### src/rtl/vga_timing_pkg.sv
// Raster timing defaults (640x480@60), colour-field layout and shared types for
// the VGA scan generator.
package vga_timing_pkg;

    localparam int unsigned CNT_W = 10;
    localparam int unsigned RGB_W = 6;

    localparam int unsigned H_VISIBLE_DEF = 640;
    localparam int unsigned H_FRONT_DEF   = 16;
    localparam int unsigned H_SYNC_DEF    = 96;
    localparam int unsigned H_BACK_DEF    = 48;
    localparam int unsigned V_VISIBLE_DEF = 480;
    localparam int unsigned V_FRONT_DEF   = 10;
    localparam int unsigned V_SYNC_DEF    = 2;
    localparam int unsigned V_BACK_DEF    = 33;
    localparam int unsigned PIX_LAT_DEF   = 1;

    localparam int unsigned H_TOTAL_DEF  = H_VISIBLE_DEF + H_FRONT_DEF + H_SYNC_DEF + H_BACK_DEF;
    localparam int unsigned V_TOTAL_DEF  = V_VISIBLE_DEF + V_FRONT_DEF + V_SYNC_DEF + V_BACK_DEF;
    localparam int unsigned HS_START_DEF = H_VISIBLE_DEF + H_FRONT_DEF;
    localparam int unsigned HS_END_DEF   = HS_START_DEF + H_SYNC_DEF - 1;
    localparam int unsigned VS_START_DEF = V_VISIBLE_DEF + V_FRONT_DEF;
    localparam int unsigned VS_END_DEF   = VS_START_DEF + V_SYNC_DEF - 1;

    // Bit positions inside the {R1,R0,G1,G0,B1,B0} colour field.
    localparam int unsigned RGB_R1 = 5;
    localparam int unsigned RGB_R0 = 4;
    localparam int unsigned RGB_G1 = 3;
    localparam int unsigned RGB_G0 = 2;
    localparam int unsigned RGB_B1 = 1;
    localparam int unsigned RGB_B0 = 0;

    localparam logic [RGB_W-1:0] FG_COLOR_DEF = 6'b111111;
    localparam logic [RGB_W-1:0] BG_COLOR_DEF = 6'b000000;

    typedef struct packed {
        logic active;
        logic hs;
        logic vs;
    } scan_flags_t;

    function automatic logic in_window(input logic [CNT_W-1:0] x,
                                       input logic [CNT_W-1:0] lo,
                                       input logic [CNT_W-1:0] hi);
        return (x >= lo) && (x <= hi);
    endfunction

endpackage

### src/rtl/vga_scan_generator_if.sv
// Scan-position / sync / colour bundle between the scan generator and the
// pixel renderer or display sink.
interface vga_scan_generator_if;
    import vga_timing_pkg::*;

    logic [CNT_W-1:0] horizCounter;
    logic [CNT_W-1:0] vertCounter;
    logic             pixel_bw;
    logic             hsync_n;
    logic             vsync_n;
    logic [RGB_W-1:0] rgb;
    logic             frame_tick;

    modport master (
        output horizCounter, vertCounter, hsync_n, vsync_n, rgb, frame_tick,
        input  pixel_bw
    );

    modport slave (
        input  horizCounter, vertCounter, hsync_n, vsync_n, rgb, frame_tick,
        output pixel_bw
    );

endinterface

### src/rtl/vga_pipe_delay.sv
// Width/depth-parameterised shift register with synchronous clear; depth 0 is
// a combinational pass-through.
module vga_pipe_delay #(
    parameter int unsigned WIDTH = 1,
    parameter int unsigned DEPTH = 1
) (
    input  logic             clk,
    input  logic             reset,
    input  logic [WIDTH-1:0] i_d,
    output logic [WIDTH-1:0] o_q
);

    generate
        if (DEPTH == 0) begin : g_pass
            logic w_unused;
            assign w_unused = clk ^ reset;
            assign o_q      = i_d;
        end else begin : g_shift
            logic [DEPTH-1:0][WIDTH-1:0] r_stage;

            // Newest sample enters at index 0; the oldest falls off the top.
            always_ff @(posedge clk) begin
                if (reset) begin
                    r_stage <= '0;
                end else begin
                    r_stage <= (DEPTH*WIDTH)'({r_stage, i_d});
                end
            end

            assign o_q = r_stage[DEPTH-1];
        end
    endgenerate

endmodule

### src/rtl/vga_scan_generator.sv
// Free-running raster counters plus sync/colour outputs aligned to the
// renderer's pixel, and a once-per-frame tick at the start of vertical blanking.
module vga_scan_generator
    import vga_timing_pkg::*;
#(
    parameter int unsigned      H_VISIBLE = H_VISIBLE_DEF,
    parameter int unsigned      H_FRONT   = H_FRONT_DEF,
    parameter int unsigned      H_SYNC    = H_SYNC_DEF,
    parameter int unsigned      H_BACK    = H_BACK_DEF,
    parameter int unsigned      V_VISIBLE = V_VISIBLE_DEF,
    parameter int unsigned      V_FRONT   = V_FRONT_DEF,
    parameter int unsigned      V_SYNC    = V_SYNC_DEF,
    parameter int unsigned      V_BACK    = V_BACK_DEF,
    parameter int unsigned      PIX_LAT   = PIX_LAT_DEF,
    parameter logic [RGB_W-1:0] FG_COLOR  = FG_COLOR_DEF,
    parameter logic [RGB_W-1:0] BG_COLOR  = BG_COLOR_DEF
) (
    input logic                 clk,
    input logic                 reset,
    vga_scan_generator_if.master bus
);

    localparam int unsigned H_TOTAL  = H_VISIBLE + H_FRONT + H_SYNC + H_BACK;
    localparam int unsigned V_TOTAL  = V_VISIBLE + V_FRONT + V_SYNC + V_BACK;
    localparam int unsigned HS_START = H_VISIBLE + H_FRONT;
    localparam int unsigned HS_END   = HS_START + H_SYNC - 1;
    localparam int unsigned VS_START = V_VISIBLE + V_FRONT;
    localparam int unsigned VS_END   = VS_START + V_SYNC - 1;

    logic [CNT_W-1:0] r_h;
    logic [CNT_W-1:0] r_v;
    logic [CNT_W-1:0] w_h_next;
    logic [CNT_W-1:0] w_v_next;
    scan_flags_t      w_raw;
    scan_flags_t      w_dly;
    logic             r_hsync_n;
    logic             r_vsync_n;
    logic [RGB_W-1:0] r_rgb;
    logic             r_frame_tick;

    // Next scan position; both counters wrap together on the last pixel of a frame.
    always_comb begin
        w_h_next = r_h + CNT_W'(1);
        w_v_next = r_v;
        if (r_h == CNT_W'(H_TOTAL - 1)) begin
            w_h_next = '0;
            w_v_next = (r_v == CNT_W'(V_TOTAL - 1)) ? '0 : r_v + CNT_W'(1);
        end
    end

    always_ff @(posedge clk) begin
        if (reset) begin
            r_h          <= '0;
            r_v          <= '0;
            r_frame_tick <= 1'b0;
        end else begin
            r_h          <= w_h_next;
            r_v          <= w_v_next;
            r_frame_tick <= (w_h_next == '0) && (w_v_next == CNT_W'(V_VISIBLE));
        end
    end

    // Stage-0 decode of the position currently on the counters.
    always_comb begin
        w_raw        = '0;
        w_raw.active = (r_h < CNT_W'(H_VISIBLE)) && (r_v < CNT_W'(V_VISIBLE));
        w_raw.hs     = in_window(r_h, CNT_W'(HS_START), CNT_W'(HS_END));
        w_raw.vs     = in_window(r_v, CNT_W'(VS_START), CNT_W'(VS_END));
    end

    vga_pipe_delay #(
        .WIDTH ($bits(scan_flags_t)),
        .DEPTH (PIX_LAT)
    ) u_align (
        .clk   (clk),
        .reset (reset),
        .i_d   (w_raw),
        .o_q   (w_dly)
    );

    // pixel_bw only matters inside the delayed active window, so blanking garbage is masked.
    always_ff @(posedge clk) begin
        if (reset) begin
            r_hsync_n <= 1'b1;
            r_vsync_n <= 1'b1;
            r_rgb     <= '0;
        end else begin
            r_hsync_n <= ~w_dly.hs;
            r_vsync_n <= ~w_dly.vs;
            r_rgb     <= w_dly.active ? (bus.pixel_bw ? FG_COLOR : BG_COLOR) : '0;
        end
    end

    assign bus.horizCounter = r_h;
    assign bus.vertCounter  = r_v;
    assign bus.hsync_n      = r_hsync_n;
    assign bus.vsync_n      = r_vsync_n;
    assign bus.rgb          = r_rgb;
    assign bus.frame_tick   = r_frame_tick;

endmodule

### src/flat_wrapper.sv
// flat-port wrapper written by rule: the top's interface ports become plain ports
module vga_scan_generator_flat import vga_timing_pkg::*;
#(
    parameter int unsigned      H_VISIBLE = H_VISIBLE_DEF,
    parameter int unsigned      H_FRONT   = H_FRONT_DEF,
    parameter int unsigned      H_SYNC    = H_SYNC_DEF,
    parameter int unsigned      H_BACK    = H_BACK_DEF,
    parameter int unsigned      V_VISIBLE = V_VISIBLE_DEF,
    parameter int unsigned      V_FRONT   = V_FRONT_DEF,
    parameter int unsigned      V_SYNC    = V_SYNC_DEF,
    parameter int unsigned      V_BACK    = V_BACK_DEF,
    parameter int unsigned      PIX_LAT   = PIX_LAT_DEF,
    parameter logic [RGB_W-1:0] FG_COLOR  = FG_COLOR_DEF,
    parameter logic [RGB_W-1:0] BG_COLOR  = BG_COLOR_DEF
)
  (clk, reset, bus_horizCounter, bus_vertCounter, bus_hsync_n, bus_vsync_n, bus_rgb, bus_frame_tick, bus_pixel_bw);
  vga_scan_generator_if bus_i ();
  input logic clk;
  input logic reset;
  output wire logic [$bits(bus_i.horizCounter)-1:0] bus_horizCounter;
  output wire logic [$bits(bus_i.vertCounter)-1:0] bus_vertCounter;
  output wire logic [$bits(bus_i.hsync_n)-1:0] bus_hsync_n;
  output wire logic [$bits(bus_i.vsync_n)-1:0] bus_vsync_n;
  output wire logic [$bits(bus_i.rgb)-1:0] bus_rgb;
  output wire logic [$bits(bus_i.frame_tick)-1:0] bus_frame_tick;
  input wire logic [$bits(bus_i.pixel_bw)-1:0] bus_pixel_bw;
  assign bus_horizCounter = bus_i.horizCounter;
  assign bus_vertCounter = bus_i.vertCounter;
  assign bus_hsync_n = bus_i.hsync_n;
  assign bus_vsync_n = bus_i.vsync_n;
  assign bus_rgb = bus_i.rgb;
  assign bus_frame_tick = bus_i.frame_tick;
  assign bus_i.pixel_bw = bus_pixel_bw;
  vga_scan_generator #(.H_VISIBLE(H_VISIBLE), .H_FRONT(H_FRONT), .H_SYNC(H_SYNC), .H_BACK(H_BACK), .V_VISIBLE(V_VISIBLE), .V_FRONT(V_FRONT), .V_SYNC(V_SYNC), .V_BACK(V_BACK), .PIX_LAT(PIX_LAT), .FG_COLOR(FG_COLOR), .BG_COLOR(BG_COLOR)) u_core (.clk(clk), .reset(reset), .bus(bus_i));
endmodule
### config.mk
export PLATFORM = sky130hd
export DESIGN_NAME = vga_scan_generator_flat
export DESIGN_NICKNAME = d
export VERILOG_FILES = /design/src/rtl/vga_timing_pkg.sv /design/src/rtl/vga_scan_generator_if.sv /design/src/rtl/vga_pipe_delay.sv /design/src/rtl/vga_scan_generator.sv /design/src/flat_wrapper.sv
export SDC_FILE = /design/constraint.sdc
export NUM_CORES = 1
export LEC_CHECK = 0
export BUFFER_PORTS_ARGS = -buffer_cell sky130_fd_sc_hd__buf_2
export CELL_PAD_IN_SITES_DETAIL_PLACEMENT = 2
export CELL_PAD_IN_SITES_GLOBAL_PLACEMENT = 2
export CORE_MARGIN = 2
export CORE_UTILIZATION = 34
export CTS_CLUSTER_DIAMETER = 60
export CTS_CLUSTER_SIZE = 16
export DETAILED_ROUTE_END_ITERATION = 10
export HOLD_SLACK_MARGIN = 0.08
export PLACE_DENSITY = 0.84
export SYNTH_ARGS = -nofsm -noshare
export SYNTH_HDL_FRONTEND = slang
export SYNTH_SLANG_ARGS = --single-unit
### constraint.sdc
create_clock -name clk -period 5 [get_ports clk]
set_input_delay 0.25 -clock clk [delete_from_list [all_inputs] [get_ports clk]]
set_output_delay 0.25 -clock clk [all_outputs]
set_load 0.01 [all_outputs]
## Word-level counts from Yosys, hierarchy flattened

Cells that the tools add are included.

| storage, ports and cells | value |
|---|---|
| flip-flop bits (word level) | 32 |
| input bits | 3 |
| output and inout bits | 29 |
| logic and storage cells | 31 |

| cells by class | value |
|---|---|
| add/sub/neg operators | 2 |
| order comparisons | 6 |
| equality and inequality tests | 3 |
| mux-type cells | 4 |
| bitwise gates (word level) | 3 |
| reductions and logical operators | 6 |

Operators with widths:

| operator | number |
|---|---|
| $mux W10 | 3 |
| $add A10 B1 Y10 const B | 2 |
| $eq A10 B10 Y1 const B | 2 |
| $eq A10 B9 Y1 const B | 1 |
| $ge A10 B10 Y1 const B | 1 |
| $ge A10 B9 Y1 const B | 1 |
| $le A10 B10 Y1 const B | 1 |
| $le A10 B9 Y1 const B | 1 |
| $logic_not A10 Y1 | 1 |
| $lt A10 B10 Y1 const B | 1 |
| $lt A10 B9 Y1 const B | 1 |
| $mux W6 | 1 |
| $logic_and A1 B1 Y1 | 4 |
| $not A1 Y1 | 3 |
| $reduce_or A2 Y1 | 1 |

## Depth between registers and ports, before layout

| logic depth | value |
|---|---|
| depth after elaboration | 5 |
| depth in mapped cells | 8 |
| depth with buffers taken out | 6 |

## By module

A second synthesis with hierarchy kept.

| second synthesis, totals | value |
|---|---|
| cell total of the unflattened synthesis | 183 |
| area, all modules | 1514.0 µm² |

By module, submodules not included:

| module | times used | cells an instance | area an instance (µm²) | seq. area each (µm²) |
|---|---|---|---|---|
| vga_scan_generator | 1 | 177 | 1435.1 | 480.5 |
| vga_pipe_delay | 1 | 6 | 78.8 | 60.1 |

## Least setup slack after synthesis

Ideal clock, no wire load.

| timing path | value |
|---|---|
| path kind | flip-flop to flip-flop |
| from | register u_core.r_h[0], in the netlist u_core.bus.horizCounter[0] |
| to | register u_core.r_frame_tick, in the netlist u_core.bus.frame_tick |
| setup time | 0.124 ns |
| arrival time | 1.768 ns |
| data required time | 4.876 ns |
| slack | 3.108 ns |
| cell stages (with the launch flop) | 8 |
| buffers on the path | 1 |
| path through | dfxtp_1 -> ha_1 -> and4_4 -> buf_6 -> nand4_2 -> o31a_1 -> o22ai_1 -> nor4_2 |

| on the way | value |
|---|---|
| cells in the longest elaborated chain, start to end | 4 |

RTL lines:

| what | line | text |
|---|---|---|
| start, declared | vga_scan_generator.sv:30 | `logic [CNT_W-1:0] r_h;` |
| start signal, assigned | vga_scan_generator.sv:57 | `r_h <= w_h_next;` |
| $add A10 B1 Y10 / $eq A10 B10 Y1 (equally long branches) | vga_scan_generator.sv:43, vga_scan_generator.sv:45 |  |
| $mux W10 | vga_scan_generator.sv:45 | `if (r_h == CNT_W'(H_TOTAL - 1)) begin` |
| $logic_not A10 Y1 / $eq A10 B9 Y1 (equally long branches) | vga_scan_generator.sv:59 | `r_frame_tick <= (w_h_next == '0) && (w_v_next == CNT_W'(V_VISIBLE));` |
| $logic_and A1 B1 Y1 * | vga_scan_generator.sv:59 |  |
| end signal, assigned | vga_scan_generator.sv:59 |  |
| end, declared | vga_scan_generator.sv:39 | `logic r_frame_tick;` |

Every way passes the cells marked *; elsewhere a longest branch is shown, timed or not.
A chain may end at the register's enable or synchronous reset.

## Worst setup path in the final report

| timing path | value |
|---|---|
| from | register u_core.r_v[1], in the netlist u_core.bus.vertCounter[1] |
| to | register u_core.r_frame_tick, in the netlist u_core.bus.frame_tick |

| on the way | value |
|---|---|
| cells in the longest elaborated chain, start to end | 5 |

RTL lines:

| what | line | text |
|---|---|---|
| start, declared | vga_scan_generator.sv:31 | `logic [CNT_W-1:0] r_v;` |
| start signal, assigned | vga_scan_generator.sv:58 | `r_v <= w_v_next;` |
| $add A10 B1 Y10 / $eq A10 B10 Y1 (equally long branches) | vga_scan_generator.sv:47 | `w_v_next = (r_v == CNT_W'(V_TOTAL - 1)) ? '0 : r_v + CNT_W'(1);` |
| $mux W10 | vga_scan_generator.sv:47 |  |
| $mux W10 * | vga_scan_generator.sv:45 |  |
| $eq A10 B9 Y1 * | vga_scan_generator.sv:59 |  |
| $logic_and A1 B1 Y1 * | vga_scan_generator.sv:59 |  |

Marked as above.

==> flow_summary_export.csv <==
group,metric,value,unit
global_route,grt_pass1_wl,7800,um
floorplan,die_w,72.0,um
hold_path,min_from,"bus_pixel_bw",
detailed_routing,vias,1473,
place,place_ws,2.84,ns
cells_and_area,n_fill_cell,525,
floorplan,dieArea,5190,um^2
timing,hold_violations,0,
detailed_routing,drt_iter0_drc,85,
logic_synthesis,avgSynthCellArea,8.19,um^2
clocking,cts_buffer_depth,2,
worst_setup_path,worst_setup_path_end_kind,"flop",
power_and_ir_drop,p_comb_share,6.7,%
logic_synthesis,yosysTopAreaCell,"dfxtp_1",
hold_path,hold_end,"u_core.bus.rgb[4]",
floorplan,core_area,4410,um^2
place,place.gp.congestion,0.810,
logic_synthesis,synth_cells,192,
cells_and_area,final_common_cell,"buf_2",
logic_synthesis,syn_nets,202,
worst_setup_path,timing.rr.end,"u_core.bus.frame_tick",
logic_synthesis,synth_edf_count,0,
timing,rsz0062_at_grt,"no",
place,port_buffers,31,
timing,timing.setup.tns,0,ns
global_route,gr-total-overflow,0,
clocking,h-tree-depth,1,
logic_synthesis,ys_seq_elements,27,
logic_synthesis,ys.flop_type,"dfxtp_1",
cells_and_area,synthToLayoutAreaGrowth,9.71,%
power_and_ir_drop,power.leakage,0.663,nW
hold_path,hold_depth,3,
global_route,antenna_found_initial,0,
timing,fin_crit_sh,43.4,%
timing,period_minus_slack,2.17,ns
cells_and_area,final_cell_mix,"buf_2 (31), dfxtp_1 (27), nor2_1 (22)",
logic_synthesis,ys_top_cells_by_area,"dfxtp_1 (34%), ha_1 (5.6%), nor2_1 (5.3%)",
clocking,postCtsSetupBuffers,0,
timing,tightest_slew,0.499,ns
floorplan,row_count,24,
worst_setup_path,worstPathArrival,2.38,ns
clocking,insertion_delay,0.29,ns
clocking,cts_root_buf,"clkbuf_8",
clocking,cts-buffers-inserted,3,
detailed_routing,antenna_left,0,
global_route,grt_pass1_vias,1465,
power_and_ir_drop,p_sw_share,25.2,%
logic_synthesis,synth_compound_area_share,16.1,%
logic_synthesis,yosysTopAreaCellShare,34.4,%
outcome,status,"completed",
worst_setup_path,critPathKind,"flop to flop",
clocking,path_clk_slew,0.10,ns
place,dp_hpwl,3490,um
clocking,cts_resized,0,
worst_setup_path,r2r_slack,2.83,ns
detailed_routing,drt-vias-per-instance,5.67,
power_and_ir_drop,ir_drop,130,uV
logic_synthesis,synth_seq_area_share,34.4,%
power_and_ir_drop,internal_power,0.286,mW
logic_synthesis,yosys_warnings,0,
power_and_ir_drop,seq_power_share,58.5,%
logic_synthesis,synth_mux_area_share,0,%
power_and_ir_drop,power-per-cell-area,222,nW/um^2
worst_setup_path,worstReg2RegStart,"u_core.bus.vertCounter[1]",
worst_setup_path,crit_path_start_kind,"flop",
clocking,cts.sinks,27,
cells_and_area,n_antenna_cell,0,
logic_synthesis,syn_area,1570,um^2
clocking,cts_tree,"built",
floorplan,initial_core_util,35.6,%
detailed_routing,remaining_drc_errors,0,
detailed_routing,wl_per_cell,18.1,um
worst_setup_path,crit_start,"u_core.bus.vertCounter[1]",
logic_synthesis,ys_types,46,
logic_synthesis,async_flop_share,0,%
worst_setup_path,critPathRequiredTime,5.21,ns
job,maxCapViolCount,0,
logic_synthesis,synth-simple-area-share,28.6,%
cells_and_area,multi_input_area,878,um^2
worst_setup_path,reg2reg_depth,6,
timing,slew_headroom,66.7,%
logic_synthesis,synth-xor-area-share,5.57,%
cells_and_area,num-nets-final,219,
timing,layout_setup_ws,2.83,ns
cells_and_area,seq_area,541,um^2
power_and_ir_drop,pwr-share-clk,34.8,%
logic_synthesis,synth_top_family_by_area,"simple AND/OR/NAND/NOR gates",
timing,slew_viol_final,0,
detailed_routing,drt_first_pass_iters,4,
hold_path,hp-class,"primary input to flop",
timing,fin_skew,0.0108,ns
timing,finalSetupViolations,0,
floorplan,io_pins,32,
cells_and_area,drive_above_1_share,20.7,%
clocking,postCtsHoldBufs,0,
power_and_ir_drop,power_switching,0.0963,mW
detailed_routing,routed_wirelength,4700,um
worst_setup_path,critPathMaxFanout,12,
timing,fmax,0.460,GHz
global_route,grt_max_degree,19,
global_route,grt_usage,19.4,%
logic_synthesis,synthAdderAreaFrac,5.57,%
floorplan,dieHeight,72.0,um
power_and_ir_drop,power,0.383,mW
## metal layers
| layer | track usage (%) | part of all wire (%) | vias up |
|---|---|---|---|
| li1 | - | - | 708 |
| met2 | 33.0 | 50 | 37 |
| met3 | 2.92 | 3.7 | 4 |
| met5 | 0 | 0 | - |
| met1 | 26.0 | 45 | 724 |
| met4 | 4.40 | 0.87 | 0 |
## cells by family (layout without fill, tap and decap cells)
family | after synthesis | in the layout
compound gates | 38 | 38
buf+inv | 29 | 45
fa+ha+maj | 7 | 7
flops | 27 | 27
simple gates | 81 | 81
xor+xnor | 10 | 10
## cell usage after synthesis (2+ instances only)
cell / count
a21oi_1: 10
a31oi_1: 4
buf_2: 6
buf_4: 6
buf_6: 2
clkbuf_1: 5
dfxtp_1: 27
ha_1: 7
inv_1: 10
nand2_1: 16
nand2b_1: 2
nand3_1: 9
nand4_1: 6
nor2_1: 22
nor3_1: 7
nor4_2: 2
o21ai_0: 8
o221ai_1: 2
or3_1: 6
xnor2_1: 7
xor2_1: 3
## power by group through the flow
stage	combinational (mW)	clock, mW	sequential (mW)
6_report	0.0257	0.133	0.224
5_1_grt	0.0289	0.147	0.225
4_1_cts	0.0263	0.137	0.224
3_5_place_dp	0.0259	0	0.229
3_3_place_gp	0.0249	0	0.228
2_1_floorplan	0.0180	0	0.229
## cell type report
type	instances	area share, %
inverter	10	2.18
clock buffer	3	2.39
multi-input combinational	136	50.9
tap	52	3.77
clock inverter	1	0.435
sequential	27	31.3
timing repair buffer	31	8.99
## how the worst max path moves through the flow
stage                       endpoint  slack (ns)
6_report       u_core.bus.frame_tick        2.83
5_1_grt        u_core.bus.frame_tick        2.64
4_1_cts        u_core.bus.frame_tick        2.81
3_5_place_dp   u_core.bus.frame_tick        2.84
3_3_place_gp   u_core.bus.frame_tick        2.95
2_1_floorplan  u_core.bus.frame_tick        3.11
## state kept, by name (all words and copies together), names as in the netlist
name,flops
u_core.bus.frame_tick,1
u_core.bus.horizCounter,10
u_core.bus.hsync_n,1
u_core.bus.rgb,1
u_core.bus.vertCounter,10
u_core.bus.vsync_n,1
u_core.u_align.o_q,3
## critical path: stages (launching register included)
cell and delay [ns]:
dfxtp_1 0.62, ha_1 0.34, nand4_1 0.19, or4b_1 0.53, a21oi_1 0.16, o22ai_1 0.12, nor4_2 0.14
## per-stage QoR
stage	cells	utilization, %	hold WS, ns	instance area, um^2
2_1_floorplan	192	-	0.356	1570
3_3_place_gp	256	38.0	0.356	1680
3_5_place_dp	256	38.0	0.367	1680
4_1_cts	260	39.1	0.172	1730
5_1_grt	260	39.1	0.177	1730
6_report	260	39.1	0.170	1730
Power figures use the tool's default switching activity.
